==> src/rtl/mult_seq.sv <==
// rtl/mult_seq.sv - sequencer that drives a shift-add multiplier through an s/done instruction handshake
// Optional feature macro MULT_SEQ_EARLY_EXIT_EN: stop iterating once the remaining multiplier bits are zero.

module mult_seq (
  input  logic        clk,
  input  logic        reset,
  input  logic        start,
  input  logic [15:0] a,
  input  logic [15:0] b,
  output logic        s,
  output logic [4:0]  op,
  output logic [15:0] in,
  input  logic        done,
  input  logic        lsb,
  output logic        busy,
  output logic        fin,
  output logic [6:0]  count
);

  localparam logic [4:0] OP_MOV0 = 5'b00000;
  localparam logic [4:0] OP_MOV1 = 5'b00100;
  localparam logic [4:0] OP_MOV2 = 5'b01000;
  localparam logic [4:0] OP_TST  = 5'b00011;
  localparam logic [4:0] OP_ADDC = 5'b11001;
  localparam logic [4:0] OP_SHR  = 5'b00001;
  localparam logic [4:0] OP_SHL  = 5'b00110;

  localparam logic [2:0] P_MOV0 = 3'd0;
  localparam logic [2:0] P_MOV1 = 3'd1;
  localparam logic [2:0] P_MOV2 = 3'd2;
  localparam logic [2:0] P_TST  = 3'd3;
  localparam logic [2:0] P_ADDC = 3'd4;
  localparam logic [2:0] P_SHR  = 3'd5;
  localparam logic [2:0] P_SHL  = 3'd6;

  typedef enum logic [2:0] {
    IDLE  = 3'd0,
    ISSUE = 3'd1,
    ACK   = 3'd2,
    WAIT  = 3'd3,
    NEXT  = 3'd4
  } state_t;

  state_t      state_q, state_d;
  logic [2:0]  phase_q, phase_d, nxt_phase;
  logic [3:0]  iter_q, iter_d;
  logic [6:0]  count_q, count_d;
  logic [15:0] b_q, b_d;
  logic [4:0]  op_q, op_d;
  logic [15:0] in_q, in_d;
  logic        seq_last;
`ifdef MULT_SEQ_EARLY_EXIT_EN
  logic [15:0] shadow_q, shadow_d;
`endif

  function automatic logic [4:0] op_of(input logic [2:0] p);
    case (p)
      P_MOV0:  op_of = OP_MOV0;
      P_MOV1:  op_of = OP_MOV1;
      P_MOV2:  op_of = OP_MOV2;
      P_TST:   op_of = OP_TST;
      P_ADDC:  op_of = OP_ADDC;
      P_SHR:   op_of = OP_SHR;
      P_SHL:   op_of = OP_SHL;
      default: op_of = 5'b00000;
    endcase
  endfunction

  // Instruction after the one just completed; lsb is only meaningful after TST.
  always_comb begin
    nxt_phase = phase_q + 3'd1;
    seq_last  = 1'b0;
    case (phase_q)
      P_MOV2: begin
        nxt_phase = P_TST;
`ifdef MULT_SEQ_EARLY_EXIT_EN
        seq_last  = (shadow_q == 16'd0);
`endif
      end
      P_TST:  nxt_phase = lsb ? P_ADDC : P_SHR;
      P_SHL: begin
        nxt_phase = P_TST;
`ifdef MULT_SEQ_EARLY_EXIT_EN
        seq_last  = (iter_q == 4'd15) || (shadow_q[15:1] == 15'd0);
`else
        seq_last  = (iter_q == 4'd15);
`endif
      end
      default: nxt_phase = phase_q + 3'd1;
    endcase
  end

  always_comb begin
    state_d  = state_q;
    phase_d  = phase_q;
    iter_d   = iter_q;
    count_d  = count_q;
    b_d      = b_q;
    op_d     = op_q;
    in_d     = in_q;
`ifdef MULT_SEQ_EARLY_EXIT_EN
    shadow_d = shadow_q;
`endif
    case (state_q)
      IDLE: begin
        if (start) begin
          state_d  = ISSUE;
          phase_d  = P_MOV0;
          iter_d   = 4'd0;
          count_d  = 7'd0;
          b_d      = b;
          op_d     = OP_MOV0;
          in_d     = a;
`ifdef MULT_SEQ_EARLY_EXIT_EN
          shadow_d = a;
`endif
        end
      end
      ISSUE: if (done) state_d = ACK;
      ACK:   if (!done) state_d = WAIT;
      WAIT: begin
        if (done) begin
          state_d = NEXT;
          count_d = count_q + 7'd1;
        end
      end
      NEXT: begin
`ifdef MULT_SEQ_EARLY_EXIT_EN
        if (phase_q == P_SHL) shadow_d = shadow_q >> 1;
`endif
        if (seq_last) begin
          state_d = IDLE;
        end else begin
          state_d = ISSUE;
          phase_d = nxt_phase;
          op_d    = op_of(nxt_phase);
          in_d    = (nxt_phase == P_MOV1) ? b_q : 16'd0;
          if (phase_q == P_SHL) iter_d = iter_q + 4'd1;
        end
      end
      default: state_d = IDLE;
    endcase
  end

  always_ff @(posedge clk or negedge reset) begin
    if (!reset) begin
      state_q  <= IDLE;
      phase_q  <= P_MOV0;
      iter_q   <= 4'd0;
      count_q  <= 7'd0;
      b_q      <= 16'd0;
      op_q     <= 5'd0;
      in_q     <= 16'd0;
`ifdef MULT_SEQ_EARLY_EXIT_EN
      shadow_q <= 16'd0;
`endif
    end else begin
      state_q  <= state_d;
      phase_q  <= phase_d;
      iter_q   <= iter_d;
      count_q  <= count_d;
      b_q      <= b_d;
      op_q     <= op_d;
      in_q     <= in_d;
`ifdef MULT_SEQ_EARLY_EXIT_EN
      shadow_q <= shadow_d;
`endif
    end
  end

  // s in ISSUE follows done so a request is never raised at a busy multiplier.
  always_comb begin
    s     = (state_q == ACK) || ((state_q == ISSUE) && done);
    busy  = (state_q != IDLE);
    fin   = (state_q == NEXT) && seq_last;
    op    = op_q;
    in    = in_q;
    count = count_q;
  end

endmodule

==> config.mk <==
export PLATFORM = sky130hd
export DESIGN_NAME = mult_seq
export DESIGN_NICKNAME = d
export VERILOG_FILES = /design/src/rtl/mult_seq.sv
export SDC_FILE = /design/constraint.sdc
export NUM_CORES = 1
export LEC_CHECK = 0
export CAP_MARGIN = 30
export CORE_MARGIN = 1.5
export CORE_UTILIZATION = 51
export CTS_BUF_LIST = sky130_fd_sc_hd__clkbuf_8
export DETAILED_ROUTE_END_ITERATION = 16
export GPL_TIMING_DRIVEN = 1
export PLACE_DENSITY = 0.9
export SLEW_MARGIN = 15
export SYNTH_ARGS = -nofsm -noshare
export SYNTH_HDL_FRONTEND = slang
export SYNTH_SLANG_ARGS = --single-unit
export TNS_END_PERCENT = 20
==> constraint.sdc <==
create_clock -name clk -period 2.5 [get_ports clk]
set_input_delay 0.25 -clock clk [delete_from_list [all_inputs] [get_ports clk]]
set_output_delay 0.25 -clock clk [all_outputs]
set_load 0.03 [all_outputs]
==> results of run 1 <==
[layer usage]
layer | vias up | track usage (%) | part of all wire [%]
met4 | 0 | 6.75 | 1.2
met1 | 1047 | 29.2 | 42
met3 | 10 | 5.35 | 5.0
li1 | 1018 | - | -
met5 | - | 0 | 0
met2 | 62 | 41.0 | 52
[stage by stage]
stage / cells / hold WS, ns / util [%] / area, µm² / power, mW
floorplan: 252 / -0.0456 / - / 2660 / 2.50
global placement: 382 / 0.267 / 66.7 / 3380 / 3.04
detailed placement: 382 / 0.269 / 66.7 / 3380 / 3.11
CTS: 390 / 0.465 / 69.1 / 3510 / 3.72
global route: 390 / 0.488 / 69.1 / 3510 / 3.93
finish: 390 / 0.460 / 69.1 / 3510 / 3.71
[flip-flops by register name, summed over array words and instances (netlist names)]
register	cells
b_q	16
in	16
count	7
op	5
iter_q	4
phase_q	3
state_q	3
[tightest hold or removal path, stage by stage]
cell           delay [ns]
dlygate4sd3_1        0.52
buf_2                0.12
buf_12               0.27
[path summary, 6_finish.rpt]
kind | from | end | slack, ns | cells past startpoint
worst max-delay path | phase_q[0] | in[11] | 0.37 | 6
worst max register to register | phase_q[0] | in[11] | 0.37 | 6
worst min register to register | op[0] | op[0] | 0.48 | 2
min in group clk | op[0] | op[0] | 0.48 | 2
max in group asynchronous | reset | in[0] | 1.80 | 3
worst min-delay path | reset | b_q[8] | 0.46 | 3
[cell families after synthesis]
| family | share of synthesized area, % |
|---|---|
| AO/OA/AOI/OAI | 15.4 |
| flip-flops | 50.8 |
| adder cells (fa/ha/maj) | 3.29 |
| buffers and inverters | 4.04 |
| multiplexers | 8.13 |
| AND/OR/NAND/NOR | 16.1 |
| XOR/XNOR | 2.30 |
[cells in the final DEF (no fill, tap or decap), drive strengths merged, types with 2 or more instances in the layout]
| master | count |
|---|---|
| xor2 | 6 |
| nor2b | 2 |
| dfrtp | 54 |
| o21bai | 16 |
| nand2 | 32 |
| nand4 | 3 |
| a31oi | 15 |
| nor3 | 2 |
| o21ai | 9 |
| nand3 | 5 |
| and3 | 3 |
| clkbuf | 6 |
| inv | 7 |
| o31ai | 3 |
| o211ai | 3 |
| clkdlybuf4s50 | 65 |
| nand2b | 3 |
| a21oi | 5 |
| ha | 7 |
| or3 | 2 |
| buf | 6 |
| mux2 | 18 |
| nor2 | 30 |
[cell type report]
cell class / instances / share of cell area [%]
sequential: 54 / 38.5
multi-input combinational: 179 / 34.3
timing repair buffer: 73 / 20.8
tap: 70 / 2.50
clock buffer: 6 / 2.35
clock inverter: 1 / 0.856
inverter: 7 / 0.749
[Yosys cell counts, drive strengths merged, types with 2 or more instances]
cell type	count
dfrtp	54
nand2	32
nor2	30
mux2	18
o21bai	16
a31oi	15
buf	10
o21ai	9
ha	7
inv	7
xor2	6
a21oi	5
nand3	5
and3	3
nand2b	3
nand4	3
o211ai	3
o31ai	3
clkbuf	2
nor2b	2
nor3	2
or3	2
[repair_timing]
| item | in CTS | in global routing |
|---|---|---|
| hold buffers | 1 | 0 |
| setup endpoints to repair | 0 | 1 |
| resized for setup | 0 | 1 |
| endpoints found under the hold margin | 54 | 0 |
[power breakdown]
part           internal [mW]  switching [mW]
combinational          0.738           0.937
sequential              1.20           0.226
clock                  0.321           0.289
==> results.yml, run 1 <==
floorplanning:
  die_h_um: 75.2
  rows: 26
  coreArea_mm2: 0.00507
  start_util_pct: 52.4
  die_area_mm2: 0.00566
  dieWidth_um: 75.2
  ioPinCount: 68
detailed_routing:
  routed_wl_um: 6220
  post_drt_wl_per_cell_um: 16.0
  firstDrtPassIters: 4
  detail-route-antenna-nets: 0
  avgViaCountPerCell: 5.48
  vias: 2137
  route.detailed.drc: 0
  drt_iter0_markers: 155
job:
  cap_violations: 0
sta:
  grt_setup_unrepaired: "false"
  hold_viol: 0
  post-route-min-period_ns: 2.13
  fin_crit_sh_pct: 85.4
  fin_worst_skew_ns: 0.00699
  setup_viol: 0
  fin_ws_ns: 0.366
  slew-limit-headroom_pct: 53.5
  timing.fmax_mhz: 469
  tightest_slew_ns: 0.697
  maxSlewViolCount: 0
  fin_tns_setup_ns: 0
critical_path:
  crit_slowest_cell: "o211a_1"
  path_buf_inv: 0
  crit_family: "compound AO/OA/AOI/OAI gates"
  cp-start-kind: "flop"
  crit_type: "reg2reg"
  max_stage_delay_ns: 0.52
  arrival_ns: 2.37
  cp.required_ns: 2.73
  crit_path_max_fanout: 16
  worstPathCellList: "ha_1 -> ha_1 -> nor2b_1 -> o211a_1 -> a21oi_1 -> a21oi_1"
  cp-end-kind: "flop"
power:
  p_leak_nw: 1.47
  power_density_mw_per_mm2: 1060
  vdd.ir_drop.worst_mv: 0.701
finish:
  multi_input_area_mm2: 0.00120
  nNetsFinal: 364
  regArea_mm2: 0.00135
  syn2layout_area_growth_pct: 31.8
  diodes: 0
  fillers: 385
  drive_gt1_share_pct: 11.9
grt:
  grt_first_pass_wirelength_um: 9940
  grt.total_usage_pct: 23.4
  grt-ovfl-total: 0
  grt_max_degree: 55
  antenna_found_initial: 0
  grt_pass1_vias: 2149
synth:
  synth.distinct_cells: 49
  yosys_warnings: 0
  synth_area_leaders: "dfrtp_1, mux2_2, nand2_1"
  ys.flop_type: "dfrtp_1"
  synth_edf_count: 0
  synth_async_sr_flop_share_pct: 100
  syn_area_mm2: 0.00266
  yosysTopAreaCellShare_pct: 50.8
  syn-mean-instance-area_um2: 10.6
  synthCells: 252
  ys_seq_area_share_pct: 50.8
  syn_nets: 296
  synth_top_area_cell: "dfrtp_1"
  ys_seq_elements: 54
placement:
  dp_slack_ns: 0.391
  hpwl_um: 4310
  io_buffers: 67
  gp_congestion: 0.806
clocking:
  clock_path_buffers: 2
  post_cts_buffers: 0
  clk_pin_slew_worst_paths_ns: 0.10
  worstSkewPairLatency_ns: 0.31
  cts_root_buffer: "clkbuf_8"
  h-tree-depth: 2
  cts_tree: "done"
  cts_sinks: 54
  cts_buffers: 5
hold_path:
  holdCritPathClass: "in2async"
outcome:
  status: "complete, no violations"
(Power assumes the default switching activity.)
==> run 2, diff against run 1 <==
CORE_MARGIN = 2   (was 1.5)
GPL_TIMING_DRIVEN = 0   (was 1)
HOLD_SLACK_MARGIN = 0.1   (was default)
==> run 2 against run 1 <==
  * Register-to-register slack improved by 0.04 ns
  * Clock skew about the same
  * Power increased by 1.1%
  * Sequential power hardly changed
  * Fmax decreased by 9.2%
  * Core utilization increased by 0.67 points
  * Non-clock buffer count grew 7
==> results.yml, run 2 (same netlist as run 1, synthesis figures left out) <==
outcome:
  status: "complete, no violations"
sta:
  slew-limit-headroom_pct: 53.8
  fin_tns_setup_ns: 0
  timing.fmax_mhz: 425
  post-route-min-period_ns: 2.35
  fin_crit_sh_pct: 94.0
  setup_viol: 0
  hold_viol: 0
  maxSlewViolCount: 0
  holdWs_ns: 0.480
  grt_setup_unrepaired: "false"
  fin_worst_skew_ns: 0.00726
  fin_ws_ns: 0.149
  tightest_slew_ns: 0.693
clocking:
  cts_tree: "done"
  post_cts_buffers: 0
  clk_pin_slew_worst_paths_ns: 0.09
  clock_path_buffers: 2
  h-tree-depth: 2
  cts_root_buffer: "clkbuf_8"
  worstSkewPairLatency_ns: 0.31
  cts_buffers: 5
  cts_sinks: 54
floorplanning:
  ioPinCount: 68
  rows: 26
  die_h_um: 76.2
  start_util_pct: 52.4
  dieWidth_um: 76.2
  coreArea_mm2: 0.00507
  die_area_mm2: 0.00581
finish:
  layout_commonest_cell: "clkdlybuf4s50_1"
  diodes: 0
  stdcell_area_mm2: 0.00354
  syn2layout_area_growth_pct: 33.1
  mostFrequentLayoutCells: "clkdlybuf4s50_1, dfrtp_1, nand2_1, nor2_1, o21bai_1"
  drive_gt1_share_pct: 12.8
  nNetsFinal: 371
power:
  power_density_mw_per_mm2: 1060
  totalPowerFinal_mw: 3.75
  vdd.ir_drop.worst_mv: 0.680
  p_leak_nw: 1.49
hold_path:
  min_from: "op[0]"
  holdCritPathClass: "reg2reg"
grt:
  top_usage_layer: "met2"
  grt.total_usage_pct: 22.2
  grt_pass1_vias: 2237
  grt_max_degree: 55
  grt-ovfl-total: 0
  grt_use_met3_pct: 6.99
  antenna_found_initial: 0
  grt_use_met2_pct: 38.0
  grt_first_pass_wirelength_um: 10500
  grtUsageMet1_pct: 27.9
placement:
  post_dp_cell_area_mm2: 0.00342
  gp_congestion: 0.866
  dp_slack_ns: 0.320
  io_buffers: 67
  hpwl_um: 4470
critical_path:
  arrival_ns: 2.10
  cp.required_ns: 2.25
  crit_type: "reg2out"
  cp-start-kind: "flop"
  rr_worst_depth: 7
  r2r-end: "in[9]"
  endpoint: "s"
  crit_path_start: "state_q[2]"
  rr_startpoint: "phase_q[0]"
  crit_path_max_fanout: 10
  regToRegSetupSlack_ns: 0.41
  cp-end-kind: "output port"
detailed_routing:
  vias: 2175
  route.detailed.drc: 0
  firstDrtPassIters: 4
  avgViaCountPerCell: 5.48
  routed_wl_um: 6190
  post_drt_wl_per_cell_um: 15.6
  detail-route-antenna-nets: 0
  drt_iter0_markers: 109
job:
  cap_violations: 0
==> run 2: what timing repair did <==
action	4_1_cts	5_1_grt
hold endpoints to repair	54	0
gates resized for setup	0	1
hold buffers	1	0
endpoints found under the setup margin	0	1
==> run 2: worst min path at each step <==
stage | to | slack, ns | cells past startpoint
3_5_place_dp | b_q[7] | 0.33 | 1
3_3_place_gp | op[0] | 0.46 | 2
6_report | op[0] | 0.48 | 2
2_1_floorplan | b_q[0] | -0.05 | 0
5_1_grt | op[4] | 0.51 | 1
4_1_cts | op[0] | 0.49 | 2
==> run 2: final cells by class <==
type / instances / area [µm²]
sequential: 54 / 1350
clock inverter: 1 / 30.0
timing repair buffer: 68 / 681
tap: 70 / 87.6
clock buffer: 6 / 82.6
multi-input combinational: 179 / 1200
inverter: 7 / 26.3
fill: 370 / 1530
buffer: 12 / 81.3
==> run 2: routing by layer <==
metal / vias to the layer above / part of all wire [%]
met5: - / 0
met4: 0 / 0.71
met3: 7 / 6.5
met2: 64 / 50
met1: 1063 / 43
li1: 1041 / -
==> run 2: critical path, cell delays in order, from the launching register on <==
cell and delay, ns:
dfrtp_1 0.43, buf_2 0.24, clkbuf_1 0.40, nor2_1 0.11, clkdlybuf4s50_1 0.61
==> run 2: power by group <==
group	switching, mW	leakage (nW)	internal [mW]
clock network	0.280	0.0573	0.321
registers	0.214	0.663	1.20
logic	0.961	0.768	0.775
==> run 2: metrics by stage <==
stage | cells | utilization [%]
2_1_floorplan | 252 | -
3_3_place_gp | 389 | 67.4
3_5_place_dp | 389 | 67.3
4_1_cts | 397 | 69.7
5_1_grt | 397 | 69.8
6_report | 397 | 69.8
==> run 3, diff against run 2 <==
CORE_ASPECT_RATIO = 1.25   (was default)
RECOVER_POWER = 25   (was default)
SKIP_CTS_REPAIR_TIMING = 1   (was default)
==> run 3 against run 2 <==
  * The run now ends with capacitance limit left
  * Sequential cell count stayed put
  * Critical endpoint unchanged
  * Critical path depth stayed put
  * Sequential power hardly changed
==> results.yml, run 3 (same netlist as run 1, synthesis figures left out) <==
critical_path:
  path_buf_inv: 3
  worstPathCellList: "buf_2 -> clkbuf_2 -> nor2_1 -> clkdlybuf4s50_1"
  max_stage_delay_ns: 0.71
  crit_family: "buffers and inverters"
  rr_startpoint: "phase_q[0]"
  crit_slowest_cell: "clkdlybuf4s50_1"
  regToRegSetupSlack_ns: 0.45
  cp-start-kind: "flop"
  crit_path_max_fanout: 10
  rr_worst_depth: 7
  cp-end-kind: "output port"
  crit_type: "reg2out"
  r2r-end: "in[6]"
  arrival_ns: 2.05
  cp.required_ns: 2.25
floorplanning:
  start_util_pct: 52.8
  dieWidth_um: 68.6
  coreArea_mm2: 0.00504
  die_h_um: 84.8
  die_area_mm2: 0.00582
  ioPinCount: 68
  rows: 29
sta:
  setup_viol: 0
  tightest_slew_ns: 1.50
  timing.fmax_mhz: 436
  grt_setup_unrepaired: "false"
  maxSlewViolCount: 0
  post-route-min-period_ns: 2.30
  slew-limit-headroom_pct: 0.292
  fin_tns_setup_ns: 0
  fin_crit_sh_pct: 91.8
  fin_worst_skew_ns: 0.00730
  hold_viol: 0
finish:
  syn2layout_area_growth_pct: 34.5
  mostFrequentLayoutCells: "clkdlybuf4s50_1, dfrtp_1, nand2_1, nor2_1, o21bai_1"
  drive_gt1_share_pct: 13.4
  diodes: 0
  layout_commonest_cell: "clkdlybuf4s50_1"
  nNetsFinal: 372
  fin_cells: 391
placement:
  io_buffers: 67
  gp_congestion: 0.855
  hpwl_um: 4620
  dp_cells: 382
clocking:
  h-tree-depth: 2
  cts_root_buffer: "clkbuf_8"
  clk_pin_slew_worst_paths_ns: 0.10
  cts_buffers: 5
  worstSkewPairLatency_ns: 0.31
  cts_sinks: 54
  cts_tree: "done"
  clock_path_buffers: 2
detailed_routing:
  route.detailed.drc: 0
  post_drt_wl_per_cell_um: 16.2
  firstDrtPassIters: 4
  routed_wl_um: 6320
  detail-route-antenna-nets: 0
  vias: 2182
  drt_iter0_markers: 106
  avgViaCountPerCell: 5.58
hold_path:
  holdCritPathClass: "reg2reg"
  hold_end: "op[4]"
  hold_depth: 1
  min_from: "op[4]"
job:
  cap_violations: 1
grt:
  grt_use_met2_pct: 39.5
  grt_use_met3_pct: 6.17
  grt.total_usage_pct: 23.8
  grt_first_pass_wirelength_um: 10500
  grt_pass1_vias: 2278
  top_usage_layer: "met2"
  grtUsageMet1_pct: 29.6
  antenna_found_initial: 0
  grt-ovfl-total: 0
  grt_max_degree: 29
outcome:
  status: "finished with violations"
  violations: "capacitance limit"
power:
  totalPowerFinal_mw: 3.88
  vdd.ir_drop.worst_mv: 0.789
  power_density_mw_per_mm2: 1080
  p_leak_nw: 1.51
[run 3: how the worst max path moves through the flow]
stage / startpoint / endpoint / slack, ns / cells past startpoint
floorplan: phase_q[0] / op[3] / 0.65 / 6
global placement: reset / op[0] / -0.41 / 1
detailed placement: done / s / 0.34 / 5
CTS: phase_q[0] / fin / 0.03 / 5
global route: state_q[2] / s / 0.1 / 4
finish: state_q[2] / s / 0.20 / 4
[run 3: layout make-up]
class                   count  area [µm²]
repair buffers             69         697
fillers                   348        1460
plain buffers              12        82.6
clock inverters             2        60.1
flip-flops and latches     54        1350
multi-input cells         179        1200
inverters                   7        26.3
clock buffers               6        82.6
well taps                  62        77.6
[run 3: routing by layer]
metal / vias up / share of wire [%]
met5: - / 0
met4: 0 / 2.3
met3: 14 / 4.7
met2: 66 / 51
met1: 1064 / 42
li1: 1038 / -
[run 3: through the flow]
stage          worst slack, ns  utilization [%]  hold WS [ns]  instance area [µm²]
3_3_place_gp            -0.408             67.6         0.463                 3410
4_1_cts                 0.0292             70.7       -0.0459                 3570
5_1_grt                 0.0951             71.0         0.503                 3580
2_1_floorplan            0.654                -       -0.0456                 2660
3_5_place_dp             0.335             67.9         0.289                 3420
6_report                 0.204             71.0         0.483                 3580
[run 3: power by group]
group	internal, mW	switching [mW]
sequential	1.20	0.231
combinational	0.778	0.955
clock	0.427	0.286
